$ cat src/rtl/keypad_scanner_if.sv
// keypad_scanner_if
// Bundles the keypad matrix and press-pulse signals of the door-lock
// keypad front end.
//   COL_N    : matrix columns, active-low, asynchronous to the clock
//   ROW_N    : matrix row drive, active-low, one-cold
//   BUTTON   : one-hot digit press pulse, bit n = digit n
//   STAR     : '*' press pulse
//   HASH     : '#' press pulse
//   KEY_HELD : high from accepted press until accepted release
// master = scanner side, slave = matrix / lock side.
interface keypad_scanner_if;
    logic [2:0] COL_N;
    logic [3:0] ROW_N;
    logic [9:0] BUTTON;
    logic       STAR;
    logic       HASH;
    logic       KEY_HELD;

    modport master (
        input  COL_N,
        output ROW_N,
        output BUTTON,
        output STAR,
        output HASH,
        output KEY_HELD
    );

    modport slave (
        output COL_N,
        input  ROW_N,
        input  BUTTON,
        input  STAR,
        input  HASH,
        input  KEY_HELD
    );
endinterface

$ cat src/rtl/keypad_scanner.sv
// keypad_scanner
// Scans a 4x3 membrane keypad (1-9, *, 0, #), synchronises the columns,
// debounces whole scan frames and emits one single-cycle pulse per press.
//   CLK   : system clock, rising edge
//   RESET : asynchronous active-high reset
//   kp    : keypad_scanner_if.master (COL_N in; ROW_N, BUTTON, STAR, HASH,
//           KEY_HELD out, all registered)
// Key index within the 12-bit frame vector is row*3 + col.
module keypad_scanner #(
    parameter int SCAN_DIV       = 50000,
    parameter int DEBOUNCE_SCANS = 5
) (
    input  logic              CLK,
    input  logic              RESET,
    keypad_scanner_if.master  kp
);
    localparam int CW = $clog2(SCAN_DIV);
    localparam int DW = $clog2(DEBOUNCE_SCANS + 1);
    localparam logic [CW-1:0] SLOT_LAST = CW'(SCAN_DIV - 1);
    localparam logic [DW-1:0] CNT_LAST  = DW'(DEBOUNCE_SCANS - 1);
    localparam logic [DW-1:0] CNT_FULL  = DW'(DEBOUNCE_SCANS);

    localparam logic [1:0] ST_IDLE     = 2'd0;
    localparam logic [1:0] ST_PRESS_DB = 2'd1;
    localparam logic [1:0] ST_HELD     = 2'd2;
    localparam logic [1:0] ST_REL_DB   = 2'd3;

    logic [2:0]    col_meta_q, col_sync_q;
    logic [CW-1:0] slot_q, slot_d;
    logic [1:0]    row_q, row_d;
    logic [3:0]    row_n_q, row_n_d;
    logic [11:0]   frame_q, frame_d, frame_cur_s;
    logic [1:0]    state_q, state_d;
    logic [DW-1:0] cnt_q, cnt_d;
    logic [3:0]    cand_q, cand_d;
    logic          held_q, held_d;
    logic [9:0]    button_q, button_d;
    logic          star_q, star_d, hash_q, hash_d;

    logic          sample_s, frame_done_s, fire_s;
    logic [2:0]    keys_s;
    logic [3:0]    n_keys_s, code_s;

    // Slot/row sequencing and accumulation of column samples into the frame.
    always_comb begin
        sample_s     = (slot_q == SLOT_LAST);
        frame_done_s = sample_s && (row_q == 2'd3);
        keys_s       = ~col_sync_q;
        frame_cur_s  = frame_q;
        if (sample_s) begin
            slot_d = '0;
            row_d  = row_q + 2'd1;
            case (row_q)
                2'd0:    frame_cur_s[2:0]  = keys_s;
                2'd1:    frame_cur_s[5:3]  = keys_s;
                2'd2:    frame_cur_s[8:6]  = keys_s;
                2'd3:    frame_cur_s[11:9] = keys_s;
                default: frame_cur_s       = frame_q;
            endcase
        end else begin
            slot_d = slot_q + CW'(1);
            row_d  = row_q;
        end
        frame_d = frame_done_s ? 12'd0 : frame_cur_s;
        row_n_d = ~(4'b0001 << row_d);
    end

    // Classify the completed frame: key count and index of the (single) key.
    always_comb begin
        n_keys_s = 4'd0;
        code_s   = 4'd0;
        for (int i = 0; i < 12; i++) begin
            if (frame_cur_s[i]) begin
                n_keys_s = n_keys_s + 4'd1;
                code_s   = 4'(i);
            end else begin
                n_keys_s = n_keys_s;
            end
        end
    end

    // Frame-level debounce FSM; only moves on frame_done.
    always_comb begin
        state_d = state_q;
        cnt_d   = cnt_q;
        cand_d  = cand_q;
        held_d  = held_q;
        fire_s  = 1'b0;
        if (frame_done_s) begin
            case (state_q)
                ST_IDLE: begin
                    if (n_keys_s == 4'd1) begin
                        state_d = ST_PRESS_DB;
                        cand_d  = code_s;
                        cnt_d   = DW'(1);
                    end else begin
                        state_d = ST_IDLE;
                    end
                end
                ST_PRESS_DB: begin
                    if ((n_keys_s == 4'd1) && (code_s == cand_q)) begin
                        if (cnt_q == CNT_LAST) begin
                            state_d = ST_HELD;
                            cnt_d   = CNT_FULL;
                            held_d  = 1'b1;
                            fire_s  = 1'b1;
                        end else begin
                            cnt_d   = cnt_q + DW'(1);
                        end
                    end else begin
                        // A different key must start over from IDLE.
                        state_d = ST_IDLE;
                        cnt_d   = '0;
                    end
                end
                ST_HELD: begin
                    if (n_keys_s == 4'd0) begin
                        state_d = ST_REL_DB;
                        cnt_d   = DW'(1);
                    end else begin
                        state_d = ST_HELD;
                    end
                end
                ST_REL_DB: begin
                    if (n_keys_s == 4'd0) begin
                        if (cnt_q == CNT_LAST) begin
                            state_d = ST_IDLE;
                            cnt_d   = '0;
                            held_d  = 1'b0;
                        end else begin
                            cnt_d   = cnt_q + DW'(1);
                        end
                    end else begin
                        state_d = ST_HELD;
                        cnt_d   = '0;
                    end
                end
                default: begin
                    state_d = ST_IDLE;
                    cnt_d   = '0;
                end
            endcase
        end else begin
            state_d = state_q;
        end
    end

    // Map the accepted candidate onto the 12 one-hot pulse outputs.
    always_comb begin
        button_d = 10'd0;
        star_d   = 1'b0;
        hash_d   = 1'b0;
        if (fire_s) begin
            case (cand_q)
                4'd9:    star_d   = 1'b1;
                4'd10:   button_d = 10'b00_0000_0001;
                4'd11:   hash_d   = 1'b1;
                default: begin
                    // Indices 0..8 are digits 1..9.
                    if (cand_q < 4'd9) begin
                        button_d = 10'b00_0000_0010 << cand_q;
                    end else begin
                        button_d = 10'd0;
                    end
                end
            endcase
        end else begin
            button_d = 10'd0;
        end
    end

    // State registers, column synchroniser and registered outputs.
    always_ff @(posedge CLK or posedge RESET) begin
        if (RESET) begin
            col_meta_q <= 3'b111;
            col_sync_q <= 3'b111;
            slot_q     <= '0;
            row_q      <= 2'd0;
            row_n_q    <= 4'b1110;
            frame_q    <= 12'd0;
            state_q    <= ST_IDLE;
            cnt_q      <= '0;
            cand_q     <= 4'd0;
            held_q     <= 1'b0;
            button_q   <= 10'd0;
            star_q     <= 1'b0;
            hash_q     <= 1'b0;
        end else begin
            col_meta_q <= kp.COL_N;
            col_sync_q <= col_meta_q;
            slot_q     <= slot_d;
            row_q      <= row_d;
            row_n_q    <= row_n_d;
            frame_q    <= frame_d;
            state_q    <= state_d;
            cnt_q      <= cnt_d;
            cand_q     <= cand_d;
            held_q     <= held_d;
            button_q   <= button_d;
            star_q     <= star_d;
            hash_q     <= hash_d;
        end
    end

    assign kp.ROW_N    = row_n_q;
    assign kp.BUTTON   = button_q;
    assign kp.STAR     = star_q;
    assign kp.HASH     = hash_q;
    assign kp.KEY_HELD = held_q;
endmodule

$ cat src/flat_wrapper.sv
// flat-port wrapper written by rule: the top's interface ports become plain ports
module keypad_scanner_flat 
#(
    parameter int SCAN_DIV       = 50000,
    parameter int DEBOUNCE_SCANS = 5
)
  (CLK, RESET, kp_COL_N, kp_ROW_N, kp_BUTTON, kp_STAR, kp_HASH, kp_KEY_HELD);
  keypad_scanner_if kp_i ();
  input  logic CLK;
  input  logic RESET;
  input wire logic [$bits(kp_i.COL_N)-1:0] kp_COL_N;
  output wire logic [$bits(kp_i.ROW_N)-1:0] kp_ROW_N;
  output wire logic [$bits(kp_i.BUTTON)-1:0] kp_BUTTON;
  output wire logic [$bits(kp_i.STAR)-1:0] kp_STAR;
  output wire logic [$bits(kp_i.HASH)-1:0] kp_HASH;
  output wire logic [$bits(kp_i.KEY_HELD)-1:0] kp_KEY_HELD;
  assign kp_i.COL_N = kp_COL_N;
  assign kp_ROW_N = kp_i.ROW_N;
  assign kp_BUTTON = kp_i.BUTTON;
  assign kp_STAR = kp_i.STAR;
  assign kp_HASH = kp_i.HASH;
  assign kp_KEY_HELD = kp_i.KEY_HELD;
  keypad_scanner #(.SCAN_DIV(SCAN_DIV), .DEBOUNCE_SCANS(DEBOUNCE_SCANS)) u_core (.CLK(CLK), .RESET(RESET), .kp(kp_i));
endmodule
$ cat config.mk
export PLATFORM = sky130hd
export DESIGN_NAME = keypad_scanner_flat
export DESIGN_NICKNAME = d
export VERILOG_FILES = /design/src/rtl/keypad_scanner_if.sv /design/src/rtl/keypad_scanner.sv /design/src/flat_wrapper.sv
export SDC_FILE = /design/constraint.sdc
export NUM_CORES = 1
export LEC_CHECK = 0
export ABC_AREA = 1
export ABC_CLOCK_PERIOD_IN_PS = 8250
export CAP_MARGIN = 20
export CORE_UTILIZATION = 52
export DETAILED_ROUTE_END_ITERATION = 10
export PLACE_DENSITY_LB_ADDON = 0.2
export SYNTH_ARGS = -nofsm -noshare
export SYNTH_HDL_FRONTEND = slang
export SYNTH_SLANG_ARGS = --single-unit
export TNS_END_PERCENT = 1
$ cat constraint.sdc
create_clock -name CLK -period 8.25 [get_ports CLK]
set_input_delay 1.65 -clock CLK [delete_from_list [all_inputs] [get_ports CLK]]
set_output_delay 1.65 -clock CLK [all_outputs]
set_load 0.02 [all_outputs]
==> results of run 1 <==
state kept, by name (all words and copies together), names as in the netlist:
| signal | cells |
|---|---|
| u_core.kp.BUTTON | 10 |
| u_core.frame_q | 12 |
| u_core.col_meta_q | 3 |
| u_core.cand_q | 4 |
| u_core.row_q | 2 |
| u_core.kp.HASH | 1 |
| u_core.kp.STAR | 1 |
| u_core.kp.ROW_N | 4 |
| u_core.kp.KEY_HELD | 1 |
| u_core.state_q | 2 |
| u_core.cnt_q | 3 |
| u_core.slot_q | 16 |
| u_core.col_sync_q | 3 |
logic make-up after synthesis:
group	count (synthesis)	synth area share (%)
AO/OA/AOI/OAI	47	6.53
XOR/XNOR	7	1.47
adder cells (fa/ha/maj)	16	4.79
buffers and inverters	106	10.0
flip-flops	62	37.4
multiplexers	1	0.240
AND/OR/NAND/NOR	341	39.6
layer usage:
metal | share of wire (%) | up-vias
li1 | - | 1883
met1 | 49 | 1656
met2 | 46 | 77
met3 | 3.4 | 14
met4 | 1.9 | 0
met5 | 0 | -
what timing repair did:
action / CTS / global route
hold buffers: 0 / 0
gates resized for setup: 0 / 3
setup buffers: 0 / 0
setup endpoints to repair: 0 / 22
cell type report:
cell class | count | area [um^2]
Clock buffer | 11 | 151
Clock inverter | 5 | 81.3
Fill cell | 709 | 3030
Inverter | 101 | 379
Multi-Input combinational cell | 412 | 2210
Sequential cell | 62 | 1560
Tap cell | 102 | 128
Timing Repair Buffer | 23 | 225
stage by stage:
stage               power (mW)  cells
floorplan                0.318    580
global placement         0.323    700
detailed placement       0.323    700
CTS                      0.630    716
global route             0.646    716
finish                   0.626    716
where the power goes:
group          internal [mW]  switching (mW)  leakage (nW)  total, mW
Clock                  0.187           0.122         0.116      0.309
Sequential             0.307         0.00143         0.821      0.308
Combinational        0.00252         0.00649          1.67    0.00901
cells in the mapped netlist (all sizes together), types with 2 or more instances:
master,instances
o221ai,2
ha,16
nor2,70
nand3,63
nand2,172
nor3,18
buf,4
nand4,7
inv,100
dfrtp,53
xnor2,2
a21oi,15
o21ai,26
dfstp,9
or2,6
nand3b,3
xor2,5
worst max-delay path by stage:
stage,from,end,slack [ns],cells after the start
2_1_floorplan,u_core.slot_q[0],u_core.kp.BUTTON[0],1.16,48
3_3_place_gp,u_core.slot_q[0],u_core.kp.HASH,0.84,46
3_5_place_dp,u_core.slot_q[0],u_core.kp.HASH,0.69,46
4_1_cts,u_core.slot_q[0],u_core.kp.HASH,0.64,46
5_1_grt,u_core.slot_q[10],u_core.cnt_q[2],0.02,48
6_report,u_core.row_q[0],u_core.kp.HASH,0.72,46
critical path: cells and delay by family (launching register included):
family,cells,cell delay [ns]
AND/OR/NAND/NOR,27,3.59
adder cells (fa/ha/maj),10,2.63
flip-flops,1,0.42
AO/OA/AOI/OAI,3,0.40
buffers and inverters,6,0.37
==> impl_metrics.tcl, run 1 <==
set metrics [dict create \
    fin_crit_sh_pct 91.2 \
    cts_tree "built" \
    worst_slack_ns 0.723 \
    ys.warnings.count 0 \
    min-delay-start "u_core.col_meta_q[1]" \
    fin_setup_tns_ns 0 \
    grt_antenna_before_repair 0 \
    period_needed_ns 7.53 \
    floorplan.initialDensity_pct 53.8 \
    cts_sinks 62 \
    post_drt_wl_per_cell_um 11.5 \
    rr_worst_depth 46 \
    grt_use_met2_pct 34.9 \
    synthCells 580 \
    globalRouteOverflowTotal 0 \
    num_vias 3630 \
    dr.pass1.iters 4 \
    worst_path_max_delay_cell "dfrtp_1" \
    synth_area_leaders "dfrtp_1 (32%), nand2_1 (13%), inv_1 (8.5%), nand3_1 (6.5%), dfstp_2 (5.7%)" \
    final_common_cell "nand2_1" \
    maxCapViolations 0 \
    path_class "flop to flop" \
    synthArstFlopShare_pct 100 \
    clk_latency_ns 0.34 \
    cts.clk_slew.worst_paths_ns 0.08 \
    syn2layout_area_growth_pct 13.3 \
    coreArea_um2 7770 \
    ys_types 38 \
    die-area_um2 8400 \
    port_buffers 21 \
    routabilityCongestion 0.812 \
    dpl.hpwl_um 6200 \
    slew_violations 0 \
    rsz0062_at_grt "false" \
    syn_area_per_cell_um2 7.20 \
    synth_seq_area_share_pct 37.4 \
    critical_path_arrival_ns 7.77 \
    whs_ns 0.348 \
    critical_path.max_stage_delay_ns 0.42 \
    hold_end "u_core.col_sync_q[1]" \
    grt_max_degree 63 \
    antenna_left 0 \
    ir_worst_vdd_v 0.0000761 \
    crit_path_start_kind "flop" \
    critPathMaxFanout 12 \
    cts_root_buffer "clkbuf_8" \
    yosysTopAreaCell "dfrtp_1" \
    dpl_cell_area_um2 4490 \
    relSlewSlack_pct 50.1 \
    worst_slew_pin_slew_ns 0.749 \
    hold_path_depth 0 \
    ios 22 \
    grt_pass1_vias 3300 \
    antenna_cells 0 \
    busiest_layer "met2" \
    grtUsageMet1_pct 27.0 \
    ys_ff_latch 62 \
    yosysTopAreaCellShare_pct 31.7 \
    dp_slack_ns 0.692 \
    fin_nets 630 \
    post-route-util_pct 61.0 \
    regToRegEndpoint "u_core.kp.HASH" \
    final_area_um2 4730 \
    run_status "finished clean" \
    final-setup-viol-count 0 \
    worstPathRequired_ns 8.49 \
    die_w_um 91.6 \
    p_leak_nw 2.61 \
    hp-class "flop to flop" \
    numCtsBuffers 9 \
    use_met3_pct 3.90 \
    drc_errors 0 \
    syn-num-nets 601 \
    r2r_start "u_core.row_q[0]" \
    row_count 32 \
    finalHoldViolCount 0 \
    cpMostUsedCell "nand2_1" \
    drtIter0Drc 174 \
    max_freq_mhz 133 \
    clockBufferDepth 2 \
    cp-end-kind "flop" \
    syn-cell-area_um2 4180 \
    r2r_slack_ns 0.72 \
    htree_levels 3 \
    gr-usage-all-layers_pct 20.9 \
    via_per_inst 5.07 \
    die_h_um 91.6 \
    drive_gt1_share_pct 15.0 \
    finClkSkew_ns 0.0130 \
    synth_edf_count 0 \
    routed_wl_um 8250 \
    synth_flop_cell "dfrtp_1" \
    grt_first_pass_wirelength_um 14200 \
    p_per_area_nw_per_um2 132 \
    final_cell_mix "nand2_1 (144), inv_1 (94), nor2_1 (61), nand3_1 (54), dfrtp_1 (53)" \
]
Note: power is estimated with default switching activity, not from simulation.
==> run 2: changes to the inputs <==
- GPL_ROUTABILITY_DRIVEN: default -> 0
- PLACE_DENSITY: default -> 0.71
- PLACE_DENSITY_LB_ADDON: 0.2 -> default
==> impl_metrics.tcl, run 2 (synthesized netlist as in run 1, its figures left out) <==
set metrics [dict create \
    coreArea_um2 7770 \
    num_vias 3545 \
    final_cell_mix "nand2_1 (144), inv_1 (94), nor2_1 (61), nand3_1 (54), dfrtp_1 (53)" \
    globalRouteOverflowTotal 0 \
    path_class "flop to flop" \
    routed_wl_um 8010 \
    final_common_cell "nand2_1" \
    cpMostUsedCell "nand2_1" \
    p_leak_nw 2.61 \
    die-area_um2 8400 \
    antenna_left 0 \
    worstPathRequired_ns 8.50 \
    fillers 719 \
    gr-usage-all-layers_pct 21.4 \
    fin_setup_tns_ns 0 \
    grt_first_pass_wirelength_um 14500 \
    drive_gt1_share_pct 15.5 \
    clk_latency_ns 0.34 \
    die_w_um 91.6 \
    final-setup-viol-count 0 \
    grt_antenna_before_repair 0 \
    post_drt_wl_per_cell_um 11.2 \
    cts_root_buffer "clkbuf_8" \
    ir_worst_vdd_v 0.0000653 \
    crit_path_start_kind "flop" \
    cts.clk_slew.worst_paths_ns 0.07 \
    clockBufferDepth 2 \
    grt_max_degree 53 \
    drtIter0Drc 165 \
    htree_levels 3 \
    maxCapViolations 0 \
    finClkSkew_ns 0.00569 \
    critical_path.max_stage_delay_ns 0.43 \
    top_register "u_core.slot_q" \
    post-route-util_pct 61.1 \
    multi_input_area_um2 2230 \
    cts-resized-gates 0 \
    period_needed_ns 7.56 \
    dpl.hpwl_um 6090 \
    largest_reg_flops 16 \
    dr.pass1.iters 5 \
    hp-class "flop to flop" \
    worst_slew_pin_slew_ns 0.676 \
    die_h_um 91.6 \
    run_status "finished clean" \
    fin_crit_sh_pct 91.6 \
    rsz0062_at_grt "true" \
    numCtsBuffers 9 \
    grt_pass1_vias 3408 \
    worst_path_max_delay_cell "dfrtp_1" \
    slew_violations 0 \
    p_per_area_nw_per_um2 130 \
    cts_tree "built" \
    antenna_cells 0 \
    floorplan.initialDensity_pct 53.8 \
    via_per_inst 4.95 \
    port_buffers 21 \
    post_cts_buffers 0 \
    drc_errors 0 \
    ios 22 \
    relSlewSlack_pct 53.6 \
    syn2layout_area_growth_pct 13.6 \
    critical_path_arrival_ns 7.80 \
    seq_area_um2 1560 \
    row_count 32 \
    cts_sinks 62 \
    max_freq_mhz 132 \
    fin_nets 630 \
    finalHoldViolCount 0 \
    cp-end-kind "flop" \
    critPathMaxFanout 12 \
    postCtsHoldBufs 0 \
]
==> run 2: changes by cell type in the layout (fill, tap and decap cells not counted) <==
cell / change
clkinvlp_4: -1
clkinv_4: -1
nor3_2: +4
clkinv_2: +1
clkbuf_1: +1
nor3_1: -4
==> run 2: stage by stage <==
| stage | hold WS (ns) | area (um^2) | cells | worst slack [ns] | power, mW |
|---|---|---|---|---|---|
| 3_3_place_gp | 0.347 | 4490 | 700 | 0.835 | 0.323 |
| 3_5_place_dp | 0.347 | 4490 | 700 | 0.674 | 0.323 |
| 6_report | 0.356 | 4750 | 716 | 0.692 | 0.617 |
| 4_1_cts | 0.358 | 4720 | 716 | 0.622 | 0.624 |
| 2_1_floorplan | 0.345 | 4180 | 580 | 1.16 | 0.318 |
| 5_1_grt | 0.364 | 4750 | 716 | -0.0284 | 0.636 |
==> run 2: critical path: cells and delay by family (launching register included) <==
kind / cells / cell delay [ns]
AOI/OAI and AO/OA: 3 / 0.41
adders and majority gates: 10 / 2.62
buffers and inverters: 6 / 0.38
DFF: 1 / 0.43
and+or+nand+nor: 27 / 3.65
==> run 2: where the power goes <==
| group | internal (mW) | total, mW | switching, mW | leakage [nW] |
|---|---|---|---|---|
| registers | 0.307 | 0.308 | 0.00157 | 0.821 |
| clock network | 0.186 | 0.300 | 0.114 | 0.116 |
| logic | 0.00252 | 0.00905 | 0.00653 | 1.67 |
| total | 0.495 | 0.617 | 0.122 | 2.61 |
==> run 2: metal layers <==
layer  GRT usage [%]  share of wire [%]
met5               0                  0
met2            37.3                 47
met1            26.9                 48
met4            5.69               0.87
met3            4.23                3.5
==> run 2: layout make-up <==
type / count / share of cell area [%]
multi-input cells: 412 / 46.9
flip-flops and latches: 62 / 32.9
inverters: 101 / 7.99
repair buffers: 23 / 4.74
clock buffers: 12 / 3.27
well taps: 102 / 2.69
clock inverters: 4 / 1.48
==> run 2: path summary, 6_finish.rpt <==
kind	startpoint	to	slack [ns]	depth (start not counted)
max in group asynchronous	RESET	u_core.slot_q[3]	5.81	3
max reg2reg	u_core.row_q[0]	u_core.kp.HASH	0.69	46
max	u_core.row_q[0]	u_core.kp.HASH	0.69	46
min in group asynchronous	RESET	u_core.slot_q[8]	1.55	2
min reg2reg	u_core.col_meta_q[0]	u_core.col_sync_q[0]	0.36	0
min	u_core.col_meta_q[0]	u_core.col_sync_q[0]	0.36	0
